File: src/rtl/grid_ram_arbiter.sv
// Write-port arbiter and clear-sweep engine for the 16-cell VGA colour RAM.
// Optional build macro VBLANK_ONLY_EN restricts grants and sweep writes to vertical blanking.
module grid_ram_arbiter #(
  parameter int AW    = 4,
  parameter int DW    = 3,
  parameter int CELLS = 16
) (
  input  logic          clk,
  input  logic          rst,
  input  logic          a_req,
  input  logic [AW-1:0] a_addr,
  input  logic [DW-1:0] a_data,
  output logic          a_ack,
  input  logic          b_req,
  input  logic [AW-1:0] b_addr,
  input  logic [DW-1:0] b_data,
  output logic          b_ack,
  input  logic          clr_start,
  input  logic [DW-1:0] clr_color,
  output logic          clr_busy,
  output logic          clr_done,
  input  logic          vblank,
  output logic [AW-1:0] ram_addr,
  output logic [DW-1:0] ram_data,
  output logic          ram_we,
  output logic          wr_err
);

  typedef enum logic [1:0] {IDLE, WR_A, WR_B, CLEAR} state_t;

  localparam logic [AW:0] LIMIT = (AW+1)'(CELLS);

  state_t        state_q;
  logic          last_b_q;   // 1: B was granted last, so A wins the next tie
  logic [AW:0]   cnt_q;
  logic [DW-1:0] color_q;
  logic [AW-1:0] ram_addr_q;
  logic [DW-1:0] ram_data_q;
  logic          ram_we_q;
  logic          a_ack_q;
  logic          b_ack_q;
  logic          wr_err_q;
  logic          clr_busy_q;
  logic          clr_done_q;

  logic          go;
`ifdef VBLANK_ONLY_EN
  assign go = vblank;
`else
  logic unused_vblank;
  assign go            = 1'b1;
  assign unused_vblank = vblank;
`endif

  logic          pick_b;
  logic [AW-1:0] sel_addr;
  logic [DW-1:0] sel_data;
  logic          sel_ok;

  // NOTE: every always_comb output gets a value before any condition, so no latch is inferred.
  always_comb begin
    pick_b   = b_req && (!a_req || !last_b_q);
    sel_addr = pick_b ? b_addr : a_addr;
    sel_data = pick_b ? b_data : a_data;
    sel_ok   = ({1'b0, sel_addr} < LIMIT);
  end

  // NOTE: sequential state uses non-blocking assignments only; pulse outputs default low each cycle.
  always_ff @(posedge clk) begin
    if (!rst) begin
      state_q    <= IDLE;
      last_b_q   <= 1'b1;
      cnt_q      <= '0;
      color_q    <= '0;
      ram_addr_q <= '0;
      ram_data_q <= '0;
      ram_we_q   <= 1'b0;
      a_ack_q    <= 1'b0;
      b_ack_q    <= 1'b0;
      wr_err_q   <= 1'b0;
      clr_busy_q <= 1'b0;
      clr_done_q <= 1'b0;
    end else begin
      ram_we_q   <= 1'b0;
      a_ack_q    <= 1'b0;
      b_ack_q    <= 1'b0;
      wr_err_q   <= 1'b0;
      clr_done_q <= 1'b0;
      case (state_q)
        IDLE: begin
          if (clr_start) begin
            color_q    <= clr_color;
            clr_busy_q <= 1'b1;
            state_q    <= CLEAR;
            if (go) begin
              ram_we_q   <= 1'b1;
              ram_addr_q <= '0;
              ram_data_q <= clr_color;
              cnt_q      <= (AW+1)'(1);
              clr_done_q <= (CELLS == 1);
            end else begin
              cnt_q <= '0;
            end
          end else if (go && (a_req || b_req)) begin
            ram_addr_q <= sel_addr;
            ram_data_q <= sel_data;
            ram_we_q   <= sel_ok;
            wr_err_q   <= !sel_ok;
            a_ack_q    <= !pick_b;
            b_ack_q    <= pick_b;
            state_q    <= pick_b ? WR_B : WR_A;
          end
        end
        WR_A: begin
          last_b_q <= 1'b0;
          state_q  <= IDLE;
        end
        WR_B: begin
          last_b_q <= 1'b1;
          state_q  <= IDLE;
        end
        CLEAR: begin
          // The counter holds the next cell to write; reaching LIMIT means the last write is done.
          if (cnt_q == LIMIT) begin
            clr_busy_q <= 1'b0;
            cnt_q      <= '0;
            state_q    <= IDLE;
          end else if (go) begin
            ram_we_q   <= 1'b1;
            ram_addr_q <= cnt_q[AW-1:0];
            ram_data_q <= color_q;
            cnt_q      <= cnt_q + 1'b1;
            clr_done_q <= (cnt_q == LIMIT - 1'b1);
          end
        end
        default: state_q <= IDLE;
      endcase
    end
  end

  assign ram_addr = ram_addr_q;
  assign ram_data = ram_data_q;
  assign ram_we   = ram_we_q;
  assign a_ack    = a_ack_q;
  assign b_ack    = b_ack_q;
  assign wr_err   = wr_err_q;
  assign clr_busy = clr_busy_q;
  assign clr_done = clr_done_q;

endmodule

File: config.mk
export PLATFORM = sky130hd
export DESIGN_NAME = grid_ram_arbiter
export DESIGN_NICKNAME = d
export VERILOG_FILES = /design/src/rtl/grid_ram_arbiter.sv
export SDC_FILE = /design/constraint.sdc
export NUM_CORES = 1
export LEC_CHECK = 0
export BUFFER_PORTS_ARGS = -buffer_cell sky130_fd_sc_hd__buf_2
export CAP_MARGIN = 20
export CORE_MARGIN = 2
export CORE_UTILIZATION = 40
export CTS_CLUSTER_SIZE = 16
export DETAILED_ROUTE_END_ITERATION = 6
export PLACE_DENSITY = 0.68
export SLEW_MARGIN = 5
export SYNTH_ARGS = -nofsm -noshare
export SYNTH_HDL_FRONTEND = slang
export SYNTH_SLANG_ARGS = --single-unit
File: constraint.sdc
create_clock -name clk -period 2.3 [get_ports clk]
set_input_delay 0 -clock clk [delete_from_list [all_inputs] [get_ports clk]]
set_output_delay 0 -clock clk [all_outputs]
set_load 0.02 [all_outputs]
# After elaboration in Yosys (flattened, before gate mapping)
# Cells that the tools add are included.
# totals
inputBits,23
output_inout_bits,13
reg_bits,23
# op_classes
muxes,26
eq_ne,9
n_reduce_logical,17
addsub,1
bitwise,4
# op_table
op,n
two-way mux 4 bit,4
two-way mux 3 bit,4
two-way mux 5 bit,2
case mux 5 bit (2 select lines),1
two-way mux 2 bit,4
case mux 4 bit (2 select lines),1
!= test 2 bit (second input constant),3
case mux 1 bit (2 select lines),3
case mux 2 bit (3 select lines),1
case mux 3 bit (2 select lines),1
AND reduction 2 bit,3
AND reduction 3 bit,2
adder 5 x 1 -> 5 bit (second input constant),1
== test 5 x 4 -> 1 bit (second input constant),1
== test 5 bit (second input constant),1
two-way mux 1 bit,5
== test 2 bit (second input constant),2
inverter 1 bit,4
nonzero test 2 bit,2
OR reduction 4 bit,1
logical NOT 1 bit,3
!= test 3 bit (second input constant),1
OR reduction 3 bit,1
== test 2 x 1 -> 1 bit (second input constant),1
other kinds (4),5

# Depth between registers and ports, before layout
# Gate-level depths: netlist of the first run.
# logic_depth
depth_word,7
ltp_mapped,8
ltp_nobuf,6

# Least setup slack after synthesis of the first run
# Ideal clock, no wire load.
# synth_timing
kind,register to register
start,reg state_q[0]
end,reg cnt_q[2]
period_less_slack_ns,1.795
n_path_buf,1
required_time_ns,2.226
path_slack_ns,0.505
stages_incl_launch_ff,8
arrival_ns,1.720
cell_sequence,dfxtp_1 inv_1 ha_1 buf_6 nor2b_4 or2_4 or4b_1 a31oi_1
# synth_via
elab_chain_len,3
word_cells_on_any_way,6
# synth_lines
item,line,rtl
from (decl),33,state_t state_q;
from (signal assigned),111,state_q <= pick_b ? WR_B : WR_A;
== test 2 bit or logical NOT 2 bit (tied branches),89,case (state_q)
nonzero test 2 bit (no source line) or != test 2 bit (tied branches),--,
AND reduction 2 bit (no source line),--,
to (signal assigned),99,cnt_q <= (AW+1)'(1);
to (signal assigned),132,cnt_q <= cnt_q + 1'b1;
to (decl),35,logic [AW:0] cnt_q;
# Several ways; a longest one is shown, not always the timed one.
# A chain may end at the register's enable or synchronous reset.

# Worst setup path after layout of the first run
# Same ends and word-level chain as after synthesis.

==> impl_results.md, run 1 <==
- Outcome: complete, no violations
- Crit path required time: 2.53 ns
- Overflow after GRT: 0
- Slew @ Worst Pin: 0.536 ns
- Via count: 1180
- Pwr Density: 657 nW/um2
- Worst path cell trace: inv_1 > ha_1 > nor2b_4 > or2_4 > or4b_1 > a31oi_1
- Max Slew Vio Count: 0
- Worst-skew pair later-pin latency: 0.31 ns
- Synth Cell Area: 1240 um2
- Multi-input combinational cell area: 687 um2
- Synthesized area per cell: 8.22 um2
- CP arrival: 2.24 ns
- CP max stage delay: 0.51 ns
- Critical Path End Type: flop
- Gpl congestion: 0.838
- Fin crit share: 87.2%
- Vias per cell: 5.41
- Clock transition at path regs: 0.13 ns
- Total CTS buffers: 3
- Final net count: 215
- IR drop worst, VDD: 389 uV
- Yosys cell types: 36
- Worst Setup Start Kind: flop
- Clock skew: 0.00638 ns
- DIE AREA: 3560 um2
- WL per Instance: 13.5 um
- Die width: 59.7 um
- DRC: 0
- Post-CTS Setup Bufs: 0
- Fin. Hold Viols: 0
- FP Rows: 20
- Initial antenna violation count: 0
- DR iter-0 viols: 55
- Antenna Nets Post-Route: 0
- Initial Util: 41.3%
- TritonCTS clock tree: done
- Pin count of the biggest net entering global routing: 21
- Max cap viols: 0
- DP HPWL: 2190 um
- Final wirelength: 2950 um
- Minimum clock period: 2.01 ns
- CTS sink cnt: 23
- Post-synthesis sequential area ratio: 37.1%
- Root Driver: clkbuf_4
- Cell count after synthesis: 151
- Layout overhead on the synthesized area: 19.1%
- Share of layout cells above drive strength 1: 25.9%
- ANT cells: 0
- Flops & latches, synth: 23
- Setup_tns: 0 ns
- Crit-path slowest cell: or4b_1
- First-pass GRT wire length: 4660 um
- GRT Overall Usage: 16.9%
- Critical path class: reg -> reg
- Warnings, synthesis: 0
- Max_slew headroom: 64.3%
- CTS H-Tree Depth: 1
- Port bufs: 33
- Fillers: 300
- Num ports: 36
- Die H: 59.7 um
- First-pass DRT Iterations: 4
- Core area: 3000 um2
- HP Class: in -> reg
- Commonest non-fill, non-tap cell in the layout: buf_2
- Syn_nets: 180
- Vias in the first global route: 1126
- Bufs on Longest Clock Path: 2
- Most frequent cells in the layout: 33 x buf_2, 30 x nand2_1, 23 x dfxtp_1, 11 x inv_1
- Total power: 0.000971 W
- Crit Path Max Fanout: 8
- Fmax: 499 MHz
- RSZ-0062 raised after global routing: no
- Reg area: 460 um2
- Leakage: 0.648 nW
- Setup violations, final: 0
cells by family (layout without fill, tap and decap cells):
family	after synthesis	after routing	synth area share (%)
flops	23	23	37.1
compound gates	45	45	25.7
buf+inv	20	54	7.56
mux	1	1	0.806
simple gates	55	55	22.5
other cells	1	1	0.302
fa+ha+maj	6	6	6.05
flip-flops by register name, summed over array words and instances, names as in the netlist:
signal and cells:
a_ack 1, b_ack 1, clr_busy 1, clr_done 1, cnt_q 5, color_q 3, last_b_q 1, ram_addr 4
ram_data 3, ram_we 1, state_q 2
cell type report:
class | instances | area share (%)
tap | 33 | 2.79
clock inverter | 1 | 0.339
sequential | 23 | 31.2
timing repair buffer | 39 | 14.9
inverter | 11 | 2.79
multi-input combinational | 108 | 46.5
clock buffer | 3 | 1.52
per-stage QoR:
step | setup WS [ns] | cell area (um2) | utilization [%] | hold slack, ns | cells
2_1_floorplan | 0.505 | 1240 | - | 0.138 | 151
3_3_place_gp | 0.429 | 1410 | 47.0 | 0.276 | 210
3_5_place_dp | 0.373 | 1410 | 47.0 | 0.286 | 210
4_1_cts | 0.303 | 1480 | 49.2 | 0.0388 | 218
5_1_grt | 0.225 | 1480 | 49.2 | 0.0453 | 218
6_report | 0.294 | 1480 | 49.2 | 0.0536 | 218
what timing repair did:
item,in CTS,in global routing
hold buffers,4,0
gates resized for setup,0,0
hold endpoints to repair,4,0
Yosys cell counts:
library cell	n	area (um2)
nor2_2	1	6.26
mux2i_1	1	10.0
o21a_1	2	15.0
o21ai_1	1	5.00
a21oi_1	9	45.0
nand3b_1	1	7.51
a22oi_1	1	7.51
a21bo_2	1	10.0
dfxtp_1	23	460
and4bb_4	1	16.3
and3_1	2	12.5
a211oi_1	2	15.0
a41oi_1	1	8.76
a211o_1	4	35.0
buf_4	3	22.5
clkbuf_1	5	18.8
nand2b_4	1	13.8
inv_1	11	41.3
a31oi_1	9	56.3
conb_1	1	3.75
nand3_1	4	20.0
o31ai_1	1	7.51
nand2_1	30	113
a221oi_4	1	26.3
or4b_1	1	10.0
o21ai_0	8	40.0
nor2b_4	1	13.8
or2_4	1	8.76
nor2_1	8	30.0
nor4_2	1	12.5
o22ai_1	1	6.26
ha_1	6	75.1
buf_6	1	11.3
nor3_1	3	15.0
a21boi_2	1	11.3
a221o_1	3	30.0
report_power, final:
group | switching (W) | internal (W)
clock | 0.000123 | 0.0000649
combinational | 0.000186 | 0.000124
sequential | 0.0000278 | 0.000446
total | 0.000336 | 0.000635
layer usage:
| metal | global-route usage (%) | up-vias | routed length [um] |
|---|---|---|---|
| met2 | 30.9 | 25 | 1500 |
| met1 | 19.7 | 554 | 1340 |
| met3 | 2.60 | 4 | 99 |
| met5 | 0 | - | 0 |
| met4 | 6.35 | 0 | 19 |
| li1 | - | 597 | - |
worst paths after layout:
path / endpoint / cells after the start / slack (ns) / from
setup / recovery: cnt_q[2] / 6 / 0.29 / state_q[0]
hold / removal: ram_addr[2] / 4 / 0.05 / b_addr[2]
setup reg to reg: cnt_q[2] / 6 / 0.29 / state_q[0]
hold reg to reg: color_q[2] / 2 / 0.47 / color_q[2]
critical path, delay by kind of cell (launching register included):
family,cells,cell delay (ns)
flip-flops,1,0.37
adder cells (fa/ha/maj),1,0.30
AND/OR/NAND/NOR,3,0.99
buffers and inverters,1,0.08
AO/OA/AOI/OAI,1,0.19
No activity file was read; power rests on OpenSTA's default activity.
==> inputs of run 2 (changes only) <==
==> constraint.sdc (replaced) <==
create_clock -name clk -period 2.4 [get_ports clk]
set_input_delay 0 -clock clk [delete_from_list [all_inputs] [get_ports clk]]
set_output_delay 0 -clock clk [all_outputs]
set_load 0.02 [all_outputs]
==> impl_results.md, run 2 (synthesis gave the netlist of run 1 again) <==
- IR drop worst, VDD: 264 uV (-32%)
- Initial Util: 41.3% (unchanged)
- Pin count of the biggest net entering global routing: 21 (unchanged)
- DIE AREA: 3560 um2 (unchanged)
- Sequential Power Share: 48.5% (-0.3 points)
- Setup violations, final: 0 (unchanged)
- Final hold slack: 0.0426 ns (-0.0111 ns)
- Slew @ Worst Pin: 0.575 ns (+0.0395 ns)
- Commonest non-fill, non-tap cell in the layout: buf_2
- Initial antenna violation count: 0 (unchanged)
- Fmax: 509 MHz (+2.1%)
- Critical Path End Type: flop
- HP Class: in -> reg
- Setup_tns: 0 ns (unchanged)
- Post-CTS Setup Bufs: 0 (unchanged)
- Bufs on Longest Clock Path: 2 (unchanged)
- Final wirelength: 2900 um (-1.7%)
- WL per Instance: 13.4 um (-1.2%)
- Total CTS buffers: 3 (unchanged)
- Die H: 59.7 um (unchanged)
- Fin. Hold Viols: 0 (unchanged)
- CP delay by family, top: simple AND/OR/NAND/NOR gates
- Core area: 3000 um2 (unchanged)
- Max cap viols: 0 (unchanged)
- Via count: 1173 (-0.59%)
- Port bufs: 33 (unchanged)
- Clock skew: 0.00274 ns (-0.00364 ns)
- DP HPWL: 2120 um (-3.1%)
- First-pass GRT wire length: 4820 um (+3.4%)
- Vias per cell: 5.41 (-0.14%)
- DR iter-0 viols: 50 (-9.1%)
- Internal power: 0.000608 W (-4.3%)
- Gpl congestion: 0.823 (-1.8%)
- Outcome: complete, no violations
- Clock power frac: 19.6% (+0.3 points)
- NetSw: 0.000325 W (-3.5%)
- CP max stage delay: 0.51 ns (about the same)
- Leakage: 0.643 nW (-0.83%)
- Crit Path Max Fanout: 12 (+4)
- Worst Path Buf+Inv: 0 (-1)
- GRT Overall Usage: 17.6% (+0.69 points)
- Most frequent cells in the layout: 33 x buf_2, 30 x nand2_1, 23 x dfxtp_1, 11 x inv_1
- Worst Setup Start Kind: flop
- CTS sink cnt: 23 (unchanged)
- ANT cells: 0 (unchanged)
- Max_slew headroom: 61.6% (-2.6 points)
- Clock transition at path regs: 0.13 ns (about the same)
- Worst-skew pair later-pin latency: 0.32 ns (about the same)
- Crit-path slowest cell: or4b_1
- Vias in the first global route: 1096 (-2.7%)
- Post-CTS Hold Buffers: 4 (unchanged)
- Critical path class: reg -> reg
- CP arrival: 2.22 ns (-0.02 ns)
- Fin crit share: 81.8% (-5.4 points)
- Crit path required time: 2.66 ns (+0.13 ns)
- Antenna Nets Post-Route: 0 (unchanged)
- Minimum clock period: 1.96 ns (-0.0417 ns)
- Root Driver: clkbuf_4
- Die width: 59.7 um (unchanged)
- Layout overhead on the synthesized area: 18.4%
- Cts repair resizes: 0 (unchanged)
- Share of layout cells above drive strength 1: 25.5% (-0.40 points)
- CTS H-Tree Depth: 1 (unchanged)
- Max Slew Vio Count: 0 (unchanged)
- Final net count: 214 (-0.47%)
- Overflow after GRT: 0 (unchanged)
- Num ports: 36 (unchanged)
- Max reg flops: 5 (unchanged)
- FP Rows: 20 (unchanged)
- DRC: 0 (unchanged)
- RSZ-0062 raised after global routing: no
- First-pass DRT Iterations: 6 (+2)
- Pwr Density: 634 nW/um2 (-3.5%)
- Reg with most FFs: cnt_q
- Worst path cell trace: ha_1 > nor2_2 > or2_4 > or4b_1 > a31oi_1
- Power share of the combinational group: 31.9% (about the same)
- Net Sw Frac: 34.8% (+0.20 points)
- TritonCTS clock tree: done
-- run 2: cell types whose count changed in the layout (fill, tap and decap cells not counted), sizes merged --
cell  change
buf       -1
-- run 2: worst paths after layout --
kind / startpoint / to / slack (ns) / depth (start not counted)
min reg2reg: color_q[2] / color_q[2] / 0.47 / 2
min: a_addr[3] / ram_addr[3] / 0.04 / 4
max: state_q[1] / cnt_q[2] / 0.44 / 5
max reg2reg: state_q[1] / cnt_q[2] / 0.44 / 5
-- run 2: tightest hold or removal path: stages --
cell,delay (ns)
buf_2,0.09
nand2_1,0.05
a211o_1,0.11
a31oi_1,0.07
-- run 2: final cells by class --
type | instances | area (um2)
Sequential cell | 23 | 460
Clock inverter | 1 | 5.00
Inverter | 11 | 41.3
Timing Repair Buffer | 38 | 213
Clock buffer | 3 | 22.5
Tap cell | 33 | 41.3
Multi-Input combinational cell | 108 | 687
Fill cell | 295 | 1530
-- run 2: per-layer routing --
layer,track usage [%],vias up,wire length [um],part of all wire [%]
met4,3.81,0,27,0.93
met2,31.7,26,1380,47
li1,-,594,-,-
met5,0,-,0,0
met3,2.81,2,114,3.9
met1,22.0,551,1380,48
-- run 2: through the flow --
step | util [%] | total power, W | instances | setup slack, ns | area (um2)
floorplan | - | 0.000678 | 151 | 0.605 | 1240
global placement | 46.7 | 0.000742 | 209 | 0.496 | 1400
detailed placement | 46.7 | 0.000752 | 209 | 0.478 | 1400
CTS | 49.0 | 0.000946 | 217 | 0.448 | 1470
global route | 49.0 | 0.000993 | 217 | 0.285 | 1470
finish | 49.0 | 0.000932 | 217 | 0.436 | 1470
-- run 2: power by group through the flow --
stage               Sequential [W]  Clock (W)  Combinational (W)
global route              0.000458   0.000205           0.000329
finish                    0.000452   0.000183           0.000297
detailed placement        0.000461          0           0.000290
global placement          0.000459          0           0.000283
floorplan                 0.000495          0           0.000183
CTS                       0.000453   0.000195           0.000297
==> inputs of run 3 (changes only) <==
==> constraint.sdc (replaced) <==
create_clock -name clk -period 1.9 [get_ports clk]
set_input_delay 0 -clock clk [delete_from_list [all_inputs] [get_ports clk]]
set_output_delay 0 -clock clk [all_outputs]
set_load 0.02 [all_outputs]
==> impl_results.md, run 3 (synthesis gave the netlist of run 1 again) <==
- Outcome: complete, no violations
- Worst R2R End: cnt_q[2]
- Via count: 1191 (+1.5%)
- Gpl congestion: 0.836 (+1.6%)
- Hold_sp: b_addr[3]
- Vias in the first global route: 1054 (-3.8%)
- Core area: 3000 um2 (unchanged)
- ANT cells: 0 (unchanged)
- Fin worst setup slack: 0.132 ns (-0.304 ns)
- Clock power frac: 18.8% (-0.8 points)
- Final net count: 218 (+1.9%)
- Total CTS buffers: 3 (unchanged)
- Max Slew Vio Count: 0 (unchanged)
- CTS sink cnt: 23 (unchanged)
- Num ports: 36 (unchanged)
- Crit Path Max Fanout: 4 (-8)
- RSZ-0062 raised after global routing: no
- Worst Hold Path EP: ram_addr[3]
- Leakage: 0.667 nW (+3.7%)
- TritonCTS clock tree: done
- Setup violations, final: 0 (unchanged)
- Reg2reg start: state_q[1]
- First-pass GRT wire length: 4470 um (-7.2%)
- CP arrival: 2.01 ns (-0.21 ns)
- Initial antenna violation count: 0 (unchanged)
- Fin. Hold Viols: 0 (unchanged)
- Pin count of the biggest net entering global routing: 21 (unchanged)
- GRT Overall Usage: 16.3% (-1.3 points)
- Port bufs: 33 (unchanged)
- Crit path required time: 2.15 ns (-0.51 ns)
- Minimum clock period: 1.77 ns (-0.196 ns)
- DP Worst Slack: 0.0683 ns (-0.409 ns)
- Fin crit share: 93.1% (+11 points)
- Bufs on Longest Clock Path: 2 (unchanged)
- First-pass DRT Iterations: 4 (-2)
- Root Driver: clkbuf_4
- DRC: 0 (unchanged)
- Die H: 59.7 um (unchanged)
- Commonest non-fill, non-tap cell in the layout: buf_2
- Power share of the combinational group: 33.8% (+1.9 points)
- Worst Setup Start Kind: flop
- Cells on worst reg2reg path: 6 (+1)
- Max cap viols: 0 (unchanged)
- Reg with most FFs: cnt_q
- Share of layout cells above drive strength 1: 28.2% (+2.6 points)
- Setup_tns: 0 ns (unchanged)
- Clock transition at path regs: 0.13 ns (about the same)
- Pwr Density: 800 nW/um2 (+26%)
- NetSw: 0.000414 W (+27%)
- Overflow after GRT: 0 (unchanged)
- CTS H-Tree Depth: 1 (unchanged)
- Layout overhead on the synthesized area: 22.2%
- DIE AREA: 3560 um2 (unchanged)
- Sequential Power Share: 47.3% (-1.2 points)
- IR drop worst, VDD: 422 uV (+60%)
- Worst-skew pair later-pin latency: 0.31 ns (about the same)
- Slack of the worst reg-to-reg path: 0.13 ns (-0.30 ns)
- HP Class: in -> reg
- Fmax: 566 MHz (+11%)
- WL per Instance: 13.1 um (-2.4%)
- Most frequent cells in the layout: 33 x buf_2, 30 x nand2_1, 22 x dfxtp_1, 11 x inv_1
- Antenna Nets Post-Route: 0 (unchanged)
- Net Sw Frac: 34.1% (-0.71 points)
- DP HPWL: 2120 um (-0.17%)
- Initial Util: 41.3% (unchanged)
- Clock skew: 0.000984 ns (-0.00176 ns)
- Critical Path End Type: flop
- Hold path cells: 4 (unchanged)
- Internal power: 0.000799 W (+32%)
- Max reg flops: 5 (unchanged)
- Vias per cell: 5.39 (-0.30%)
- FP Rows: 20 (unchanged)
- DR iter-0 viols: 60 (+20%)
- Die width: 59.7 um (unchanged)
- Critical path class: reg -> reg
- Final wirelength: 2890 um (-0.62%)
-- run 3: routing by layer --
| metal | global-route usage, % | share of wire (%) | routed length (um) | vias to the layer above |
|---|---|---|---|---|
| met2 | 29.0 | 48 | 1370 | 24 |
| met1 | 20.0 | 49 | 1400 | 565 |
| met5 | 0 | 0 | 0 | - |
| met3 | 2.16 | 3.4 | 98 | 2 |
| met4 | 5.40 | 0.45 | 13 | 0 |
| li1 | - | - | - | 600 |
-- run 3: how the worst max path moves through the flow --
stage,from,endpoint,cells after the start
floorplan,state_q[0],cnt_q[2],7
global placement,cnt_q[0],ram_addr[1],6
detailed placement,cnt_q[0],ram_data[1],6
CTS,cnt_q[0],ram_data[1],6
global route,state_q[1],cnt_q[3],6
finish,state_q[1],cnt_q[2],6
-- run 3: final cells by class --
cell class / count / area (um2)
clock buffer: 3 / 22.5
sequential: 23 / 462
fill: 306 / 1490
timing repair buffer: 42 / 255
inverter: 11 / 41.3
tap: 33 / 41.3
multi-input combinational: 108 / 689
clock inverter: 1 / 5.00
-- run 3: worst max-delay path: stages, from the launching register on --
cell	delay (ns)
dfxtp_1	0.38
inv_1	0.07
ha_2	0.20
nor2b_4	0.13
or2_4	0.27
or4b_1	0.50
a31oi_1	0.16
-- run 3: timing repair --
| item | CTS | global route |
|---|---|---|
| hold endpoints to repair | 4 | 0 |
| endpoints found under the setup margin | 0 | 8 |
| resized for setup | 0 | 2 |
| setup buffers | 0 | 1 |
| hold buffers | 4 | 0 |
-- run 3: per-stage QoR --
step / total power (W) / utilization, % / hold slack [ns] / cells / instance area, um2
2_1_floorplan: 0.000857 / - / 0.138 / 151 / 1240
3_3_place_gp: 0.000948 / 47.5 / 0.278 / 212 / 1430
3_5_place_dp: 0.000960 / 47.5 / 0.283 / 212 / 1430
4_1_cts: 0.00119 / 49.7 / 0.0376 / 220 / 1490
5_1_grt: 0.00128 / 50.5 / 0.0462 / 221 / 1520
6_report: 0.00121 / 50.5 / 0.0389 / 221 / 1520
-- run 3: power by group through the flow --
stage	combinational, W	clock [W]	sequential, W
2_1_floorplan	0.000231	0	0.000625
3_3_place_gp	0.000368	0	0.000580
3_5_place_dp	0.000376	0	0.000584
4_1_cts	0.000385	0.000230	0.000573
5_1_grt	0.000443	0.000257	0.000583
6_report	0.000410	0.000228	0.000574
